===== src/rtl/id_ex_stage.sv =====
// rtl/id_ex_stage.sv - ID/EX pipeline register with decode and operand forwarding
// One-entry valid/ready slot; decoded and forwarded values are captured on handshake.
module id_ex_stage (
  input  logic        clk,
  input  logic        reset,
  input  logic        in_valid,
  output logic        in_ready,
  input  logic [31:0] instr,
  input  logic [31:0] rs_data,
  input  logic [31:0] rt_data,
  input  logic        exmem_wr_en,
  input  logic [4:0]  exmem_rd,
  input  logic [31:0] exmem_result,
  input  logic        memwb_wr_en,
  input  logic [4:0]  memwb_rd,
  input  logic [31:0] memwb_result,
  input  logic        flush,
  input  logic        out_ready,
  output logic        out_valid,
  output logic [31:0] a,
  output logic [31:0] b,
  output logic [3:0]  alu_ctrl,
  output logic [4:0]  shamt,
  output logic [4:0]  rd,
  output logic        reg_write,
  output logic        illegal
);

  localparam logic [5:0] OP_RTYPE = 6'b000000;
  localparam logic [5:0] OP_ADDI  = 6'b001000;
  localparam logic [5:0] OP_ANDI  = 6'b001100;
  localparam logic [5:0] OP_BEQ   = 6'b000100;

  localparam logic [5:0] FN_ADD = 6'b100000;
  localparam logic [5:0] FN_SUB = 6'b100010;
  localparam logic [5:0] FN_AND = 6'b100100;
  localparam logic [5:0] FN_NOR = 6'b100111;
  localparam logic [5:0] FN_SLL = 6'b000000;
  localparam logic [5:0] FN_SRL = 6'b000010;

  logic [5:0]  op, funct;
  logic [4:0]  rs, rt, rdf, sh;
  logic [15:0] imm;

  assign op    = instr[31:26];
  assign rs    = instr[25:21];
  assign rt    = instr[20:16];
  assign rdf   = instr[15:11];
  assign sh    = instr[10:6];
  assign funct = instr[5:0];
  assign imm   = instr[15:0];

  logic        out_valid_q, out_valid_d;
  logic [31:0] a_q, a_d, b_q, b_d;
  logic [3:0]  alu_ctrl_q, alu_ctrl_d;
  logic [4:0]  shamt_q, shamt_d, rd_q, rd_d;
  logic        reg_write_q, reg_write_d, illegal_q, illegal_d;

  logic [31:0] rs_op, rt_op;
  logic [31:0] dec_a, dec_b;
  logic [3:0]  dec_alu;
  logic [4:0]  dec_sh, dec_rd;
  logic        dec_rw, dec_ill;
  logic        capture;

  // EX/MEM is the younger producer, so it is checked first.
  always_comb begin
    rs_op = rs_data;
    if (rs == 5'd0)                          rs_op = 32'd0;
    else if (exmem_wr_en && exmem_rd == rs)  rs_op = exmem_result;
    else if (memwb_wr_en && memwb_rd == rs)  rs_op = memwb_result;

    rt_op = rt_data;
    if (rt == 5'd0)                          rt_op = 32'd0;
    else if (exmem_wr_en && exmem_rd == rt)  rt_op = exmem_result;
    else if (memwb_wr_en && memwb_rd == rt)  rt_op = memwb_result;
  end

  always_comb begin
    dec_a   = 32'd0;
    dec_b   = 32'd0;
    dec_alu = 4'b0000;
    dec_sh  = 5'd0;
    dec_rd  = 5'd0;
    dec_rw  = 1'b0;
    dec_ill = 1'b0;
    case (op)
      OP_RTYPE: begin
        dec_a  = rs_op;
        dec_b  = rt_op;
        dec_rd = rdf;
        dec_rw = 1'b1;
        case (funct)
          FN_ADD: dec_alu = 4'b0000;
          FN_SUB: dec_alu = 4'b0010;
          FN_AND: dec_alu = 4'b0100;
          FN_NOR: dec_alu = 4'b0101;
          FN_SLL: begin dec_alu = 4'b1010; dec_sh = sh; end
          FN_SRL: begin dec_alu = 4'b1011; dec_sh = sh; end
          default: begin
            dec_a   = 32'd0;
            dec_b   = 32'd0;
            dec_rd  = 5'd0;
            dec_rw  = 1'b0;
            dec_ill = 1'b1;
          end
        endcase
      end
      OP_ADDI: begin
        dec_a  = rs_op;
        dec_b  = {{16{imm[15]}}, imm};
        dec_rd = rt;
        dec_rw = 1'b1;
      end
      OP_ANDI: begin
        dec_alu = 4'b0100;
        dec_a   = rs_op;
        dec_b   = {16'd0, imm};
        dec_rd  = rt;
        dec_rw  = 1'b1;
      end
      OP_BEQ: begin
        dec_alu = 4'b0010;
        dec_a   = rs_op;
        dec_b   = rt_op;
      end
      default: dec_ill = 1'b1;
    endcase
  end

  assign in_ready = (!out_valid_q || out_ready) && !flush && !reset;
  assign capture  = in_valid && in_ready;

  // Data fields only move on capture so they never go undefined while idle.
  always_comb begin
    out_valid_d = out_valid_q;
    a_d         = a_q;
    b_d         = b_q;
    alu_ctrl_d  = alu_ctrl_q;
    shamt_d     = shamt_q;
    rd_d        = rd_q;
    reg_write_d = reg_write_q;
    illegal_d   = illegal_q;
    if (flush) begin
      out_valid_d = 1'b0;
    end else if (capture) begin
      out_valid_d = 1'b1;
      a_d         = dec_a;
      b_d         = dec_b;
      alu_ctrl_d  = dec_alu;
      shamt_d     = dec_sh;
      rd_d        = dec_rd;
      reg_write_d = dec_rw;
      illegal_d   = dec_ill;
    end else if (out_ready) begin
      out_valid_d = 1'b0;
    end
  end

  always_ff @(posedge clk) begin
    if (reset) begin
      out_valid_q <= 1'b0;
      a_q         <= 32'd0;
      b_q         <= 32'd0;
      alu_ctrl_q  <= 4'd0;
      shamt_q     <= 5'd0;
      rd_q        <= 5'd0;
      reg_write_q <= 1'b0;
      illegal_q   <= 1'b0;
    end else begin
      out_valid_q <= out_valid_d;
      a_q         <= a_d;
      b_q         <= b_d;
      alu_ctrl_q  <= alu_ctrl_d;
      shamt_q     <= shamt_d;
      rd_q        <= rd_d;
      reg_write_q <= reg_write_d;
      illegal_q   <= illegal_d;
    end
  end

  assign out_valid = out_valid_q;
  assign a         = a_q;
  assign b         = b_q;
  assign alu_ctrl  = alu_ctrl_q;
  assign shamt     = shamt_q;
  assign rd        = rd_q;
  assign reg_write = reg_write_q;
  assign illegal   = illegal_q;

endmodule


===== config.mk =====
export PLATFORM = sky130hd
export DESIGN_NAME = id_ex_stage
export DESIGN_NICKNAME = d
export VERILOG_FILES = /design/src/rtl/id_ex_stage.sv
export SDC_FILE = /design/constraint.sdc
export NUM_CORES = 1
export LEC_CHECK = 0
export BUFFER_PORTS_ARGS = -buffer_cell sky130_fd_sc_hd__buf_2
export CAP_MARGIN = 40
export CORE_MARGIN = 2
export CORE_UTILIZATION = 49
export DETAILED_ROUTE_END_ITERATION = 8
export PLACE_DENSITY = 0.87
export RECOVER_POWER = 100
export SYNTH_ARGS = -nofsm -noshare
export SYNTH_HDL_FRONTEND = slang
export SYNTH_SLANG_ARGS = --single-unit

===== constraint.sdc =====
create_clock -name clk -period 4.1 [get_ports clk]
set_clock_uncertainty 0.1 [all_clocks]
set_input_delay 0.41 -clock clk [delete_from_list [all_inputs] [get_ports clk]]
set_output_delay 0.41 -clock clk [all_outputs]
set_load 0.05 [all_outputs]

# After elaboration in Yosys (flattened, before gate mapping)

Index checks and enable logic that the tools add are counted.
Widths: inputs -> output; s select.

Register bits after elaboration: 81
Latch bits: 0
RAM bits: 0
ROM bits: 0
Bits of input ports: 177
Output and inout bits: 82
Logic and storage cells: 65
Memories: 0

$add $sub $neg: 0
Multipliers: 0
Div/mod/pow operators: 0
$lt $le $gt $ge: 0
Equality and inequality tests: 12
Shift operators: 0
Mux-type cells: 22
Bitwise logic cells: 1
Reductions and logical operators: 22

Operators with widths:

| operator           | number |
|---|---|
| $mux 32            | 8 |
| $pmux 32 s4        | 1 |
| $pmux 32 s2        | 1 |
| $eq 6x6->1 const B | 4 |
| $eq 5x5->1         | 4 |
| $pmux 4 s5         | 1 |
| $mux 5             | 3 |
| $eq 6x4->1 const B | 2 |
| $logic_not 6->1    | 2 |
| $pmux 4 s3         | 1 |
| $logic_not 5->1    | 2 |
| $pmux 5 s2         | 1 |
| $logic_and 1x1->1  | 7 |
| $eq 6x2->1 const B | 1 |
| $eq 6x3->1 const B | 1 |
| $reduce_or 2->1    | 3 |
| $reduce_or 6->1    | 1 |
| $mux 1             | 4 |
| $pmux 1 s2         | 2 |
| $logic_not 1->1    | 3 |
| $reduce_or 3->1    | 1 |
| $reduce_and 2->1   | 1 |
| $reduce_bool 2->1  | 1 |
| $logic_or 1x1->1   | 1 |
| $not 1->1          | 1 |

# Depth between registers and ports, before layout

Gate-level depths: netlist of the first run.

Word-level depth: 7
Gate-level depth with buffers: 10
Gate-level depth less buffers: 6

# Least setup slack after synthesis of the first run

OpenSTA, ideal clock, no wires.

Path type: input port to output port
Start: in reset
End: out in_ready
Arrival: 1.908 ns
Required time: 3.590 ns
Slack: 1.682 ns
Cell stages on the path: 3
Path buffers: 2
Cells stage by stage: clkbuf_1 > clkbuf_1 > nor3_1

Cells in the longest elaborated chain, start to end: 2

RTL lines:

| what              | RTL line | RTL |
|---|---|---|
| start, declared   | 5        | `input logic reset,` |
| $logic_not 1->1   | 131      | `assign in_ready = (!out_valid_q \|\| out_ready) && !flush && !reset;` |
| $logic_and 1x1->1 | 131      |  |
| end, declared     | 7        | `output logic in_ready,` |

Every way passes these cells.

# Worst setup path in the final report of the first run

Start: in instr[17]
End: reg b_q[26], in the netlist b[26]

Cells in the longest elaborated chain, start to end: 7
Elaborated cells between the ends (all ways): 10
Those cells by class: 2 x eq/ne; 5 x mux; 3 x reduce/logical

RTL lines:

| what                 | RTL line | RTL |
|---|---|---|
| start, declared      | 8        | `input logic [31:0] instr,` |
| $eq 5x5->1           | 76       | `else if (memwb_wr_en && memwb_rd == rt) rt_op = memwb_result;` |
| $logic_and 1x1->1    | 76       |  |
| $mux 32              | 76       |  |
| $mux 32              | 75       | `else if (exmem_wr_en && exmem_rd == rt) rt_op = exmem_result;` |
| $mux 32 *            | 74       | `if (rt == 5'd0) rt_op = 32'd0;` |
| $mux 32              | 93       | `case (funct)` |
| $pmux 32 s4 *        | 87       | `case (op)` |
| end signal, assigned | 164      | `b_q <= 32'd0;` |
| end signal, assigned | 173      | `b_q <= b_d;` |
| end, declared        | 54       | `logic [31:0] a_q, a_d, b_q, b_d;` |

Every way passes the cells marked *; elsewhere a longest branch is shown, timed or not.
A chain may end at the register's enable or synchronous reset.

==> results.txt, run 1 <==
Ys Warns: 0
Global-route wire length before repair: 25.10 mm
IO Count: 259
Wire per inst: 18.72 µm
Failing checks: capacitance limit, slew limit
Synth Instances: 524
Initial antenna violation count: 0
Final #Nets: 935
Final period utilization: 0.7461
Total Wirelength: 16.70 mm
Max cap viols: 1
Area Overhead vs Synth: 31.22%
Total iterations of the first detailed-routing run: 5
Distinct cells, synth: 40
Post-layout util: 0.6613
Reg2Reg Capture Point: a[27]
Die Height: 101.5 µm
Design area: 6111 µm²
DRC Markers: 0
Most frequent cells in the layout: buf_2, nor2_1, clkbuf_1
Post-CTS setup buffer count: 0
RSZ-0062 raised after global routing: no
Post-DRT Antenna Nets: 0
Register area share after synthesis: 0.3482
Max Slew Vio Count: 24
Pwr/cell area: 278.1 nW/µm²
Crit path launch type: input pin
Required @ worst endpoint: 4.25 ns
Slew HR: -0.2520
Die area: 10300 µm²
Synth Area per Inst: 8.887 µm²
Worst EP arrival: 3.20 ns
Die Width: 101.5 µm
Cell Area, Synth: 4657 µm²
Cells resized by post-CTS repair: 0
Starting DRT DRC Count: 269
Post-synth ARST share: 0
Dpl hpwl: 13.11 mm
Site row count: 35
Top_reg_cell synth: dfxtp_1
Initial core utilization: 0.5040
Core footprint: 9240 µm²
EDFF count, synth: 0
Layout cells sized above 1: 0.2831
Fin. Hold Viols: 0
Maximum vdd drop: 0.1633 mV
Via count: 5218
CTS tree: built
Worst slew pin tran: 1.871 ns
Port buffer count: 258
Largest net degree at the start of global routing: 65
Period minus WS final: 3.059 ns
Synthesis-stage register bit count: 81
Crit end category: register
Worst-path clk slew: 0.09 ns
Status: finished with violations
ANT cells: 0
Mapped Nets: 701
Clock buffer depth: 2
Reg2reg start: out_valid
Clk_lat worst skew: 0.34 ns
Final setup violation count: 0
CTS buffer count: 9
Total track usage: 0.3125
Critical path fanouts, max: 40
Hold buffers post-CTS: 0
TNS Setup: 0 ns
Final Power: 0.001699 W
Routability Congestion: 0.9333
WS Path Type: input pin to register
Root Driver: clkbuf_8
Commonest non-fill, non-tap cell in the layout: buf_2
R2R cell count: 5
Max frequency: 326.9 MHz
Reg-to-reg setup timing slack: 1.41 ns
Hold Crit Start: in_valid
Leakage: 2.533 nW
Fillers: 855
Vias in the first global route: 4897
CTS Sinks: 81
Vias/cell: 5.850
Placed inst area: 6056 µm²
H-Tree Depth: 3
Worst hold path type: input pin to register
Hold path depth: 2
Worst Hold Path EP: out_valid
Overflow left after global routing: 0
sequential cells by signal, summed over array words and instances, names as in the netlist:
register	cells
a	32
b	32
rd	5
shamt	5
alu_ctrl	4
illegal	1
out_valid	1
reg_write	1
cell families (layout without fill, tap and decap cells):
kind of cell,count (synthesis),count (layout),synth area share
and+or+nand+nor,124,124,0.1217
AOI/OAI and AO/OA,187,187,0.3071
xor gates and xnor gates,21,21,0.03949
muxes,64,64,0.1376
DFF,81,81,0.3482
buffers and inverters,47,286,0.04594
cell usage after synthesis (3+ instances only):
cell,n,area [µm²]
xor2_1,16,140.1
nor4_1,6,37.54
a211oi_2,10,125.1
buf_6,3,33.78
and3_1,5,31.28
o21ai_0,4,20.02
a21oi_1,51,255.2
mux2i_1,64,640.6
nor3_1,4,20.02
buf_2,9,45.04
xnor2_1,5,43.79
or4_1,3,22.52
nand3_1,5,25.02
a211oi_1,21,157.7
nor2_1,83,311.6
a211o_2,5,50.05
a22o_1,37,324.1
clkbuf_1,32,120.1
a211o_1,27,236.5
a22oi_1,25,187.7
dfxtp_1,81,1622
nand2_1,5,18.77
final cells by class:
type                    count  area (µm²)  share of cell area
repair buffers            268        1315              0.2152
clock inverters             7       95.09             0.01556
flip-flops and latches     81        1622              0.2654
inverters                   2       7.507            0.001229
well taps                 129       161.4             0.02641
clock buffers               9       123.9             0.02027
multi-input cells         396        2786              0.4560
worst max-delay path by stage:
stage,startpoint,end,slack (ns),cells after the start
final,instr[17],b[26],1.04,8
after global routing,instr[17],b[28],0.81,8
after CTS,reset,b[15],1.56,7
after detailed placement,instr[17],b[26],1.18,8
after global placement,memwb_rd[2],b[12],1.14,7
after floorplan,reset,in_ready,1.68,3
through the flow:
| stage | setup WS (ns) | hold slack, ns | cells |
|---|---|---|---|
| floorplan | 1.682 | 0.4339 | 524 |
| global placement | 1.143 | 0.3392 | 871 |
| detailed placement | 1.180 | 0.3451 | 876 |
| CTS | 1.555 | 0.1754 | 892 |
| global route | 0.8075 | 0.2007 | 892 |
| finish | 1.041 | 0.1921 | 892 |
metal layers:
| metal | share of wire | GRT usage | wire, µm | up-vias |
|---|---|---|---|---|
| li1 | - | - | - | 2449 |
| met1 | 0.41 | 0.4014 | 6866 | 2433 |
| met2 | 0.47 | 0.5293 | 7924 | 292 |
| met3 | 0.084 | 0.06211 | 1399 | 44 |
| met4 | 0.030 | 0.09771 | 507 | 0 |
| met5 | 0 | 0 | 0 | - |
worst max-delay path: stages:
cell	delay [ns]
clkbuf_1	0.13
xor2_1	0.18
nor4_1	0.37
nand3_1	1.02
buf_4	0.60
nor2_1	0.12
a211oi_1	0.06
a211o_1	0.29
where the power goes:
group | total (W) | internal, W | switching (W)
clock network | 0.000647 | 0.000343 | 0.000304
registers | 0.000790 | 0.000789 | 0.00000163
logic | 0.000262 | 0.000114 | 0.000148
total | 0.00170 | 0.00125 | 0.000453
Note: power is estimated with default switching activity, not from simulation.
==> run 2: changes to the inputs <==
- CORE_UTILIZATION: 49 -> 41
- PLACE_DENSITY: 0.87 -> 0.78
- clock period: 4.1 -> 2.5 ns (I/O delays scaled with it)
==> results.txt, run 2 (synthesis results as in run 1) <==
Period minus WS final: 2.166 ns
Initial core utilization: 0.4240 (-0.07998)
Commonest non-fill, non-tap cell in the layout: buf_2
Vias in the first global route: 5074 (+3.6%)
Port buffer count: 258 (unchanged)
Worst-path clk slew: 0.06 ns (-0.03 ns)
Maximum vdd drop: 0.3476 mV (+110%)
DRC Markers: 0 (unchanged)
Crit end category: register
Hold Slack: 0.05201 ns (-0.1401 ns)
Cell Count, Final, Fillers Out: 911 (+2.1%)
Required @ worst endpoint: 2.65 ns (-1.60 ns)
Critical path fanouts, max: 15 (-63%)
Crit path launch type: input pin
CTS tree: built
CTS Sinks: 81 (unchanged)
Fin. Hold Viols: 0 (unchanged)
Total iterations of the first detailed-routing run: 5 (unchanged)
Max frequency: 461.6 MHz
Worst EP arrival: 2.31 ns (-0.89 ns)
Initial antenna violation count: 0 (unchanged)
NetSw: 0.0007621 W (+68%)
Final period utilization: 0.8665
Clock power frac: 0.443 (+0.062)
CTS buffer count: 9 (unchanged)
Area occupied by multi-input gates: 2786 µm² (unchanged)
Area Overhead vs Synth: 34.34%
Layout cells sized above 1: 0.2853 (+0.002251)
ANT cells: 0 (unchanged)
Leakage: 2.596 nW (+2.5%)
Placed Cells incl. Taps: 895 (+2.2%)
Global-route wire length before repair: 26.77 mm (+6.6%)
Final #Nets: 943 (+0.86%)
Gate power share: 0.138 (-0.016)
Cells resized by post-CTS repair: 0 (unchanged)
Post-layout util: 0.5696 (-0.09174)
Starting DRT DRC Count: 377 (+40%)
Core footprint: 10980 µm² (+19%)
Die area: 12230 µm² (+19%)
Hold buffers post-CTS: 0 (unchanged)
Fillers: 1046 (+22%)
Overflow left after global routing: 0 (unchanged)
Status: finished, final reports clean
Total track usage: 0.2688 (-0.04374)
Via count: 5108 (-2.1%)
Max Slew Vio Count: 0 (-100%)
RSZ-0062 raised after global routing: no
Sequential power share: 0.419 (-0.046)
Dpl hpwl: 12.83 mm (-2.1%)
Clk_lat worst skew: 0.33 ns (about the same)
Slew HR: 0.3436 (+0.5955)
Pwr/cell area: 495.4 nW/µm² (+78%)
Total Wirelength: 16.74 mm (+0.28%)
Die Height: 110.6 µm (+9.0%)
Post-CTS setup buffer count: 0 (unchanged)
Clock buffer depth: 2 (unchanged)
TNS Setup: 0 ns (unchanged)
Root Driver: clkbuf_16
WS Path Type: input pin to register
Max cap viols: 0 (-1)
Worst hold path type: input pin to register
IO Count: 259 (unchanged)
Site row count: 38 (+8.6%)
Final setup violation count: 0 (unchanged)
Routability Congestion: 0.9297 (-0.39%)
Post-DRT Antenna Nets: 0 (unchanged)
Final Power: 0.003100 W (+82%)
Vias/cell: 5.607 (-4.1%)
Largest net degree at the start of global routing: 65 (unchanged)
Most frequent cells in the layout: buf_2, clkbuf_1, nor2_1
Die Width: 110.6 µm (+9.0%)
H-Tree Depth: 3 (unchanged)
Internal: 0.002337 W (+88%)
Sw Ratio: 0.2459 (-0.02090)
Wire per inst: 18.38 µm (-1.8%)
Sequential Area: 1622 µm² (unchanged)
Worst slew pin tran: 0.9847 ns (-0.8864 ns)
==> run 2: area by class of cell <==
type	instances	area share
multi-input cells	396	0.4454
well taps	140	0.02800
clock buffers	14	0.04380
flip-flops and latches	81	0.2592
inverters	2	0.001200
clock inverters	2	0.005600
repair buffers	276	0.2168
==> run 2: final timing paths <==
check	from	end	slack (ns)	cells past startpoint
max reg2reg	out_valid	a[11]	0.40	6
min reg2reg	b[27]	b[27]	0.37	1
max	instr[5]	b[12]	0.33	7
min	in_valid	out_valid	0.05	2
==> run 2: metal layers <==
metal / routed length [µm] / track usage
met5: 0 / 0
met4: 351 / 0.09167
met3: 1342 / 0.06641
met2: 7748 / 0.4335
met1: 7301 / 0.3511
==> run 2: power groups by stage <==
stage	Clock [W]	Combinational, W	Sequential [W]
after floorplan	0	0.000172	0.00134
after global placement	0	0.000423	0.00133
after detailed placement	0	0.000432	0.00133
after CTS	0.00140	0.000434	0.00130
after global routing	0.00146	0.000468	0.00130
final	0.00137	0.000429	0.00130
==> run 2: worst max-delay path, cell delays in order <==
cell and delay, ns:
clkbuf_1 0.24, nand2b_2 0.13, a2111oi_4 0.42, nor3_1 0.10, or3_1 0.62, a211o_2 0.36, a211oi_1 0.20
==> run 2: per-stage QoR <==
step / setup slack (ns) / cell area (µm²)
floorplan: 0.3449 / 4657
global placement: 0.1824 / 6127
detailed placement: 0.1016 / 6127
CTS: 0.4488 / 6436
global route: 0.1770 / 6256
finish: 0.3337 / 6256
==> run 3: changes to the inputs <==
==> constraint.sdc (replaced) <==
create_clock -name clk -period 2.5 [get_ports clk]
set_clock_uncertainty 0.1 [all_clocks]
set_input_delay 0.625 -clock clk [delete_from_list [all_inputs] [get_ports clk]]
set_output_delay 0.625 -clock clk [all_outputs]
set_load 0.05 [all_outputs]
==> results.txt, run 3 (synthesis results as in run 1) <==
Worst EP arrival: 2.48 ns (+0.17 ns)
Post-CTS setup buffer count: 0 (unchanged)
Final period utilization: 0.9295 (+0.06295)
Placed Cells incl. Taps: 907 (+1.3%)
Layout cells sized above 1: 0.3077 (+0.02235)
Slowest cell delay on critical path: 0.56 ns (-0.06 ns)
Leakage: 2.657 nW (+2.3%)
Status: finished, final reports clean
Clock buffer depth: 2 (unchanged)
Worst slew pin tran: 0.8836 ns (-0.1011 ns)
Max Slew Vio Count: 0 (unchanged)
Die Width: 110.6 µm (unchanged)
Site row count: 38 (unchanged)
Hold buffers post-CTS: 0 (unchanged)
WS Path Type: input pin to register
Hold Slack: 0.3710 ns (+0.3190 ns)
IO Count: 259 (unchanged)
Initial antenna violation count: 0 (unchanged)
ANT cells: 0 (unchanged)
Crit path launch type: input pin
Worst hold path type: register to register
Die area: 12230 µm² (unchanged)
Root Driver: clkbuf_16
Commonest non-fill, non-tap cell in the layout: buf_2
Dpl ws: -0.06865 ns (-0.1702 ns)
Wire per inst: 18.50 µm (+0.65%)
Total track usage: 0.2657 (-0.003104)
Area Overhead vs Synth: 37.24%
Most frequent cells in the layout: buf_2, clkbuf_1, nor2_1
Required @ worst endpoint: 2.65 ns (about the same)
Die Height: 110.6 µm (unchanged)
Via count: 5198 (+1.8%)
Fillers: 1010 (-3.4%)
Crit path cell chain: buf_2 > or4_1 > clkbuf_4 > nor2_1 > clkbuf_2 > a22oi_1 > a211oi_2
Critical path fanouts, max: 22 (+7)
RSZ-0062 raised after global routing: no
Post-DRT Antenna Nets: 0 (unchanged)
Maximum vdd drop: 0.3691 mV (+6.2%)
Routability Congestion: 0.9350 (+0.57%)
Total Wirelength: 17.02 mm (+1.6%)
Cell Count, Final, Fillers Out: 920 (+0.99%)
Overflow left after global routing: 0 (unchanged)
Crit end category: register
CTS tree: built
Port buffer count: 258 (unchanged)
Vias in the first global route: 5050 (-0.47%)
CTS Sinks: 81 (unchanged)
Slew HR: 0.4109 (+0.06738)
Dpl hpwl: 13.22 mm (+3.0%)
Fin. Hold Viols: 0 (unchanged)
Worst-path clk slew: 0.06 ns (about the same)
Pwr/cell area: 456.5 nW/µm² (-7.9%)
Final setup margin: 0.1763 ns (-0.1574 ns)
DRC Markers: 0 (unchanged)
Initial core utilization: 0.4240 (unchanged)
Largest net degree at the start of global routing: 65 (unchanged)
Placed inst area: 6285 µm² (+2.6%)
Final setup violation count: 0 (unchanged)
Period minus WS final: 2.324 ns (+0.1574 ns)
Vias/cell: 5.650 (+0.77%)
H-Tree Depth: 3 (unchanged)
Starting DRT DRC Count: 474 (+26%)
Cells resized by post-CTS repair: 0 (unchanged)
Final #Nets: 955 (+1.3%)
Total iterations of the first detailed-routing run: 5 (unchanged)
Core footprint: 10980 µm² (unchanged)
Clk_lat worst skew: 0.33 ns (about the same)
CTS buffer count: 9 (unchanged)
Max cap viols: 0 (unchanged)
Design area: 6391 µm² (+2.2%)
CP max stage cell: or4_1
Max frequency: 430.3 MHz (-6.8%)
Global-route wire length before repair: 26.36 mm (-1.5%)
## run 3: changes by cell type in the layout (fill, tap and decap cells not counted), sizes merged
cell	change
clkbuf	-2
bufinv	-1
buf	+12
## run 3: stage by stage
step / TNS [ns] / utilization / power [W]
after CTS: 0 / 0.5951 / 0.002956
after global placement: -0.2528 / 0.5722 / 0.001765
final: 0 / 0.5819 / 0.002918
after floorplan: 0 / - / 0.001515
after global routing: 0 / 0.5819 / 0.003038
after detailed placement: -0.4885 / 0.5722 / 0.001776
## run 3: per-layer routing
layer  GRT usage  vias up  routed length (µm)
li1            -     2487                   -
met1      0.3479     2427                7260
met2      0.4299      261                8104
met3     0.06092       23                1336
met4     0.09333        0                 318
met5           0        -                   0
## run 3: critical path, delay by kind of cell
kind / cells / cell delay, ns
buffers and inverters: 3 / 0.71
AND/OR/NAND/NOR: 2 / 0.68
AO/OA/AOI/OAI: 2 / 0.46
## run 3: final timing paths
check	startpoint	endpoint	slack, ns	cells past startpoint
hold reg to reg	b[27]	b[27]	0.37	1
setup / recovery	instr[27]	b[7]	0.18	7
hold / removal	b[27]	b[27]	0.37	1
setup reg to reg	out_valid	a[5]	0.41	6
## run 3: cell type report
cell class	instances	area, µm²	share of cell area
well taps	140	175.2	0.02741
multi-input cells	396	2834	0.4434
repair buffers	288	1501	0.2349
clock buffers	12	246.5	0.03857
inverters	2	7.507	0.001175
flip-flops and latches	81	1622	0.2537
clock inverters	1	5.005	0.0007831
## run 3: report_power, final
part | leakage (nW) | total (W) | switching, W | internal (W)
clock network | 0.124 | 0.00117 | 0.000490 | 0.000682
logic | 1.88 | 0.000447 | 0.000247 | 0.000200
registers | 0.653 | 0.00130 | 0.00000271 | 0.00130
